$ cat config.mk
export PLATFORM = sky130hd
export DESIGN_NAME = vx_rsp_tag_router
export DESIGN_NICKNAME = d
export VERILOG_FILES = /design/src/rtl/vx_rsp_tag_router_pkg.sv /design/src/rtl/vx_rsp_tag_fifo.sv /design/src/rtl/vx_rsp_tag_router.sv
export SDC_FILE = /design/constraint.sdc
export NUM_CORES = 1
export LEC_CHECK = 0
export BUFFER_PORTS_ARGS = -buffer_cell sky130_fd_sc_hd__buf_2
export CAP_MARGIN = 20
export CORE_MARGIN = 3
export CORE_UTILIZATION = 31
export CTS_CLUSTER_SIZE = 28
export DETAILED_ROUTE_END_ITERATION = 8
export PLACE_DENSITY = 0.64
export SLEW_MARGIN = 10
export SYNTH_ARGS = -nofsm -noshare
export SYNTH_HDL_FRONTEND = slang
export SYNTH_SLANG_ARGS = --single-unit
$ cat constraint.sdc
create_clock -name clk -period 2.72 [get_ports clk]
set_input_delay 0.544 -clock clk [delete_from_list [all_inputs] [get_ports clk]]
set_output_delay 0.544 -clock clk [all_outputs]
set_load 0.01 [all_outputs]
$ cat src/rtl/vx_rsp_tag_router_pkg.sv
// Width helpers shared by the response tag router and its tag FIFO.
package vx_rsp_tag_router_pkg;

  // Never returns zero, so that a lone requester still gets a 1-bit select.
  function automatic int up_clog2(input int n);
    return (n > 1) ? $clog2(n) : 1;
  endfunction

  // Wide enough to hold every value from 0 up to and including depth.
  function automatic int cnt_width(input int depth);
    return $clog2(depth + 1);
  endfunction

endpackage

$ cat src/rtl/vx_rsp_tag_fifo.sv
// In-order FIFO of arbiter select tags, with a registered occupancy count and full/empty flags.
module vx_rsp_tag_fifo
  import vx_rsp_tag_router_pkg::*;
#(
  parameter int DEPTH = 4,
  parameter int DATAW = 1,
  parameter int CNT_W = cnt_width(DEPTH)
) (
  input  logic             clk,
  input  logic             reset,
  input  logic             i_push,
  input  logic [DATAW-1:0] i_data,
  input  logic             i_pop,
  output logic [DATAW-1:0] o_head,
  output logic [CNT_W-1:0] o_pending,
  output logic             o_full,
  output logic             o_empty
);

  localparam int AW    = $clog2(DEPTH);
  localparam int PTR_W = AW + 1;

  logic [DATAW-1:0] r_tags [DEPTH];
  logic [PTR_W-1:0] r_wr_ptr;
  logic [PTR_W-1:0] r_rd_ptr;
  logic [CNT_W-1:0] r_pending;

  // Tag storage is deliberately left unreset; empty gates every read of it.
  always_ff @(posedge clk) begin
    if (i_push) begin
      r_tags[r_wr_ptr[AW-1:0]] <= i_data;
    end
  end

  always_ff @(posedge clk or posedge reset) begin
    if (reset) begin
      r_wr_ptr  <= '0;
      r_rd_ptr  <= '0;
      r_pending <= '0;
    end else begin
      if (i_push) begin
        r_wr_ptr <= r_wr_ptr + PTR_W'(1);
      end
      if (i_pop) begin
        r_rd_ptr <= r_rd_ptr + PTR_W'(1);
      end
      case ({i_push, i_pop})
        2'b10:   r_pending <= r_pending + CNT_W'(1);
        2'b01:   r_pending <= r_pending - CNT_W'(1);
        default: r_pending <= r_pending;
      endcase
    end
  end

  assign o_head    = r_tags[r_rd_ptr[AW-1:0]];
  assign o_pending = r_pending;
  assign o_full    = (r_pending == CNT_W'(DEPTH));
  assign o_empty   = (r_pending == '0);

  a_no_overflow : assert property (@(posedge clk) disable iff (reset) i_push |-> !o_full);
  a_no_underflow : assert property (@(posedge clk) disable iff (reset) i_pop |-> !o_empty);
  // The wrap-bit pointer distance must always agree with the separately kept count.
  a_ptr_count : assert property (@(posedge clk) disable iff (reset)
    r_pending == CNT_W'(r_wr_ptr - r_rd_ptr));

endmodule

$ cat src/rtl/vx_rsp_tag_router.sv
// Forwards arbitrated requests, remembers each one's select index, and steers in-order responses back.
module vx_rsp_tag_router
  import vx_rsp_tag_router_pkg::*;
#(
  parameter int NUM_REQS    = 2,
  parameter int REQ_DATAW   = 1,
  parameter int RSP_DATAW   = 1,
  parameter int MAX_PENDING = 4,
  parameter int TAG_W       = up_clog2(NUM_REQS),
  parameter int CNT_W       = cnt_width(MAX_PENDING)
) (
  input  logic                          clk,
  input  logic                          reset,
  input  logic                          req_valid_in,
  input  logic [REQ_DATAW-1:0]          req_data_in,
  input  logic [TAG_W-1:0]              req_sel_in,
  output logic                          req_ready_in,
  output logic                          req_valid_out,
  output logic [REQ_DATAW-1:0]          req_data_out,
  input  logic                          req_ready_out,
  input  logic                          rsp_valid_in,
  input  logic [RSP_DATAW-1:0]          rsp_data_in,
  output logic                          rsp_ready_in,
  output logic [NUM_REQS-1:0]           rsp_valid_out,
  output logic [NUM_REQS*RSP_DATAW-1:0] rsp_data_out,
  input  logic [NUM_REQS-1:0]           rsp_ready_out,
  output logic [CNT_W-1:0]              pending,
  output logic                          full,
  output logic                          empty
);

  logic                w_full;
  logic                w_empty;
  logic [TAG_W-1:0]    w_head;
  logic [NUM_REQS-1:0] w_head_onehot;
  logic                w_head_in_range;
  logic                w_req_fire;
  logic                w_rsp_fire;

  vx_rsp_tag_fifo #(
    .DEPTH (MAX_PENDING),
    .DATAW (TAG_W),
    .CNT_W (CNT_W)
  ) u_tag_fifo (
    .clk       (clk),
    .reset     (reset),
    .i_push    (w_req_fire),
    .i_data    (req_sel_in),
    .i_pop     (w_rsp_fire),
    .o_head    (w_head),
    .o_pending (pending),
    .o_full    (w_full),
    .o_empty   (w_empty)
  );

  // Gating on full alone (not on a same-cycle pop) keeps ready independent of the response side.
  assign req_valid_out = req_valid_in && !w_full;
  assign req_ready_in  = req_ready_out && !w_full;
  assign req_data_out  = req_data_in;
  assign w_req_fire    = req_valid_in && req_ready_in;

  // An out-of-range head tag decodes to all zeros, which starves both valid and ready.
  always_comb begin
    w_head_onehot = '0;
    for (int k = 0; k < NUM_REQS; k++) begin
      w_head_onehot[k] = (w_head == TAG_W'(k));
    end
  end

  assign w_head_in_range = |w_head_onehot;
  assign rsp_valid_out   = {NUM_REQS{rsp_valid_in && !w_empty}} & w_head_onehot;
  assign rsp_ready_in    = !w_empty && (|(w_head_onehot & rsp_ready_out));
  assign rsp_data_out    = {NUM_REQS{rsp_data_in}};
  assign w_rsp_fire      = rsp_valid_in && rsp_ready_in;

  assign full  = w_full;
  assign empty = w_empty;

  a_head_in_range : assert property (@(posedge clk) disable iff (reset)
    !w_empty |-> w_head_in_range);
  // A response stalling against an empty FIFO for more than one cycle is worth noticing.
  c_rsp_while_empty : cover property (@(posedge clk) disable iff (reset)
    rsp_valid_in && w_empty && $past(rsp_valid_in && w_empty));

endmodule

### Word-level counts from Yosys, hierarchy flattened

Memory sizes are Yosys's and may differ from the RTL's.
Index checks and enable logic that the tools add are counted.

* add/sub/neg operators: 4
* muxes and demuxes: 3
* eq/ne operators: 3
* bitwise gates (word level): 3
* reductions and logical operators: 11

Operators by type and width (number)
* adder 3 x 1 -> 3 bit (second input constant): 3
* logical AND 1 bit: 6
* one-hot mux 3 bit (2 select lines): 1
* AND 2 bit: 2
* == test 3 bit (second input constant): 1
* logical NOT 3 bit: 1
* subtractor 3 x 1 -> 3 bit (second input constant): 1
* == test 2 x 1 -> 1 bit (second input constant): 1
* == test 2 bit (second input constant): 1
* logical NOT 1 bit: 2
* two-way mux 1 bit: 2
* nonzero test 2 bit: 1
* OR reduction 2 bit: 1
* inverter 1 bit: 1

* memories kept: 1
* logic and storage cells: 28
* flip-flop bits (word level): 9
* memory bits (writable): 4

Memory list
* u_tag_fifo.r_tags: words 4, width 1, read ports 1, clocked after memory_dff 0, wr ports 1, RTL line vx_rsp_tag_fifo.sv:23 `logic [DATAW-1:0] r_tags [DEPTH];`

### Depth between registers and ports, before layout

An unclocked memory read counts as a cell.

* word-level depth: 8
* depth in mapped cells: 11
* mapped depth without buffers: 10

### Modules after synthesis

From an unflattened synthesis, not the netlist that was laid out.

* cells, all modules: 55
* area, all modules: 620.6 µm²

Modules (own cells, without submodules)
* vx_rsp_tag_fifo: cells an instance 42, area each 541.8 µm², times used 1, seq. area each 295.3 µm²
* vx_rsp_tag_router: cells an instance 13, area each 78.8 µm², times used 1, seq. area each 0.0 µm²

### Worst setup path after synthesis

OpenSTA, ideal clock, no wires.

* kind: flip-flop to flip-flop
* start: register u_tag_fifo.r_rd_ptr[0]
* end: register u_tag_fifo.r_pending[2], in the netlist u_tag_fifo.o_pending[2]
* cell stages (with the launch flop): 10
* arrival time: 2.192 ns
* data required time: 2.641 ns
* slack: 0.449 ns
* clock period less this slack: 2.271 ns
* library setup time: 0.079 ns
* buffers on the path: 0
* cells stage by stage: dfrtp_1 > mux4_2 > mux2i_2 > nor2_2 > ha_1 > inv_1 > fa_1 > xor2_1 > nor2_1 > xor2_1

* cells in the longest elaborated chain, start to end: 8
* elaborated cells between the ends (all ways): 10
* classes of those cells: eq/ne: 2; mux: 1; bitwise: 2; reduce/logical: 4; memory: 1

RTL lines
* start, declared: RTL line vx_rsp_tag_fifo.sv:25 `logic [PTR_W-1:0] r_rd_ptr;`
* start signal, assigned: RTL line vx_rsp_tag_fifo.sv:45 `r_rd_ptr <= r_rd_ptr + PTR_W'(1);`
* memory read (4 x 1 bit) *
* inverter 1 bit: RTL line vx_rsp_tag_router.sv:66 `w_head_onehot[k] = (w_head == TAG_W'(k));`
* AND 2 bit *: RTL line vx_rsp_tag_router.sv:72 `assign rsp_ready_in = !w_empty && (|(w_head_onehot & rsp_ready_out));`
* OR reduction 2 bit *: RTL line vx_rsp_tag_router.sv:72
* logical AND 1 bit *: RTL line vx_rsp_tag_router.sv:72
* logical AND 1 bit *: RTL line vx_rsp_tag_router.sv:74 `assign w_rsp_fire = rsp_valid_in && rsp_ready_in;`
* named net u_tag_fifo.i_pop: RTL line vx_rsp_tag_fifo.sv:13 `input logic i_pop,`
* == test 2 x 1 -> 1 bit or == test 2 bit (tied branches): RTL line vx_rsp_tag_fifo.sv:47 `case ({i_push, i_pop})`
* one-hot mux 3 bit (2 select lines) or nonzero test 2 bit (tied branches)
* end signal, assigned: RTL line vx_rsp_tag_fifo.sv:48 `2'b10: r_pending <= r_pending + CNT_W'(1);`
* end signal, assigned: RTL line vx_rsp_tag_fifo.sv:49 `2'b01: r_pending <= r_pending - CNT_W'(1);`
* end signal, assigned: RTL line vx_rsp_tag_fifo.sv:50 `default: r_pending <= r_pending;`
* end, declared: RTL line vx_rsp_tag_fifo.sv:26 `logic [CNT_W-1:0] r_pending;`

The timed path passes the listed nets; every way through them passes the cells marked *.
A chain may end at the register's enable or synchronous reset.

### Worst setup path after layout

Ends and elaborated chain as after synthesis.

==> flow_summary.toml <==
[timing]
fin_skew_ps = 7.043
setup_viol = 0
worst-slew-pin-transition_ps = 322.4
clock.fmax_mhz = 415.7
slew_headroom = 0.7834
worst_slack_ps = 314.1
fin_setup_tns_ps = 0
whs_ps = 200.0
grt_setup_unrepaired = "no"
hold_violations = 0
period_share = 0.8845
period_needed_ps = 2406
maxSlewViolCount = 0

[floorplanning]
die_w_um = 51.46
dieHeight_um = 51.46
pin_count = 23
core_area_mm2 = 0.001839
dieArea_mm2 = 0.002648
start_util = 0.3483
rows = 15

[synthesis]
synth_edf_count = 4
ys_warn_count = 0
syn_nets = 71
synth_flop_cell = "dfrtp_1"
postSynthCellCount = 55
avgSynthCellArea_um2 = 11.65
yosysSeqAreaShare = 0.4609
synth_area_leaders = "dfrtp_1 27%, edfxtp_1 19%, ha_1 9.8%, and2_1 5.9%, xor2_1 5.5%"
synth_area_leader_cell = "dfrtp_1"
netlist.area_leader.share = 0.2734
syn_area_um2 = 640.6
async_flop_share = 0.6364
synth_cell_types = 22
synth_seq_cells = 11

[worst_setup_path]
crit_arrival_ps = 2600
critPathKind = "reg -> reg"
critPathSlowestCell = "mux4_2"
r2r_cells = 9
regToRegStartpoint = "u_tag_fifo.r_rd_ptr[0]"
path_cells = "mux4_2 -> mux2i_2 -> nor2_2 -> ha_1 -> inv_1 -> fa_1 -> xor2_1 -> nor2_1 -> xor2_1"
critPathLaunchType = "register"
cp_max_fo = 3
end_kind = "register"
cpMostUsedCell = "xor2_1"
cp_data_required_time_ps = 2920
startpoint = "u_tag_fifo.r_rd_ptr[0]"
max_stage_delay_ps = 560

[global_route]
grt_overflow_total = 0
grt_use_total = 0.09865
antenna_found_initial = 0
grt_pass1_vias = 425
grt_max_degree = 8
grt_pass1_wl_um = 1849

[routing]
vias = 405
ant_nets = 0
drt_iter0_drc = 2
wl_per_cell_um = 10.60
dr.pass1.iters = 2
routed_wirelength_um = 1028
drc_errors = 0
via_per_inst = 4.175

[job]
maxCapViolations = 0

[layout]
regArea_um2 = 295.3
fillerInstances = 198
drive_gt1_frac = 0.3333
antenna_cells = 0
multi_input_area_um2 = 289.0
nets = 89
fin_util = 0.4116
area_growth_syn_to_layout_pct = 18.16
final_area_um2 = 757.0

[clocking]
clk_pin_slew_ps = 70
htreeDepth = 1
clk_latency_ps = 270
clock-sinks = 11
cts_hold_buf = 0
cts.repair.resized = 0
ctsRootBufferMaster = "clkbuf_4"
cts_buffer_depth = 2
cts_setup_buffers = 0
cts_tree = "yes"
numCtsBuffers = 3

[place]
io_buffers = 17
hpwl_um = 836.9
place.gp.congestion = 0.6926
post-place-ws_ps = 308.0
postPlaceCellArea_um2 = 730.7

[pwr]
leakagePower_nw = 0.3764
p_per_area_mw_per_mm2 = 997.5
peakVddDrop_v = 0.0003880

[min_path]
min_path_type = "in -> async"

[run_status]
outcome = "finished clean"
==> flip-flops by register name (all words and copies together), names as in the netlist <==
| register | count |
|---|---|
| u_tag_fifo.r_wr_ptr | 2 |
| u_tag_fifo.o_pending | 3 |
| u_tag_fifo.r_tags | 4 |
| u_tag_fifo.r_rd_ptr | 2 |
==> worst max-delay path: cells and delay by family, from the launching register on <==
family,cells,cell delay (ps)
xor gates and xnor gates,2,290
adders and majority gates,2,580
buffers and inverters,1,60
DFF,1,400
muxes,2,760
and+or+nand+nor,2,250
==> logic make-up (layout without fill, tap and decap cells) <==
group | after synthesis | after routing | synth area share
xor gates and xnor gates | 6 | 6 | 0.08203
adders and majority gates | 6 | 6 | 0.1289
muxes | 4 | 4 | 0.08984
and+or+nand+nor | 16 | 16 | 0.1504
DFF | 11 | 11 | 0.4609
buffers and inverters | 12 | 29 | 0.08788
==> per-layer routing <==
layer / vias up / GRT usage / share of wire
li1: 209 / - / -
met1: 175 / 0.1282 / 0.49
met2: 17 / 0.1292 / 0.41
met3: 4 / 0.04082 / 0.079
met4: 0 / 0.06987 / 0.022
met5: - / 0 / 0
==> path summary, 6_finish.rpt <==
path / end / slack (ps)
min in group clk: u_tag_fifo.r_rd_ptr[1] / 480
max in group asynchronous: u_tag_fifo.o_pending[0] / 2290
setup / recovery: u_tag_fifo.o_pending[2] / 310
setup reg to reg: u_tag_fifo.o_pending[2] / 310
hold / removal: u_tag_fifo.r_wr_ptr[1] / 200
hold reg to reg: u_tag_fifo.r_rd_ptr[1] / 480
==> cell type report <==
type / instances / share of cell area
Sequential cell: 11 / 0.3901
Multi-Input combinational cell: 32 / 0.3818
Timing Repair Buffer: 17 / 0.1124
Tap cell: 25 / 0.04132
Inverter: 8 / 0.03967
Clock buffer: 4 / 0.03471
==> synth_stat cells (all sizes together), types with 2 or more instances <==
| cell | number |
|---|---|
| xnor2 | 2 |
| mux2i | 2 |
| buf | 3 |
| nor2 | 4 |
| ha | 5 |
| and2 | 6 |
| xor2 | 4 |
| dfrtp | 7 |
| edfxtp | 4 |
| inv | 8 |
==> metrics by stage <==
stage | cells | total power, mW
2_1_floorplan | 55 | 0.5453
3_3_place_gp | 93 | 0.6460
3_5_place_dp | 93 | 0.6524
4_1_cts | 97 | 0.7667
5_1_grt | 97 | 0.8322
6_report | 97 | 0.7551
==> where the power goes <==
group | internal [mW] | switching, mW | leakage [nW] | total [mW]
Combinational | 0.172 | 0.183 | 0.243 | 0.355
Clock | 0.0567 | 0.0522 | 0.0150 | 0.109
Sequential | 0.236 | 0.0552 | 0.118 | 0.291
==> placed cells by master (no fill, tap or decap) <==
master / count
and2_1: 6
and3_1: 1
buf_2: 17
clkbuf_1: 1
clkbuf_4: 3
dfrtp_1: 7
edfxtp_1: 4
fa_1: 1
ha_1: 5
inv_1: 8
mux2_1: 1
mux2i_1: 1
mux2i_2: 1
mux4_2: 1
nand2b_1: 1
nand3_1: 1
nor2_1: 3
nor2_2: 1
nor2b_1: 1
nor3_1: 1
nor3b_2: 1
xnor2_1: 2
xor2_1: 4
Note: power is estimated with default switching activity, not from simulation.
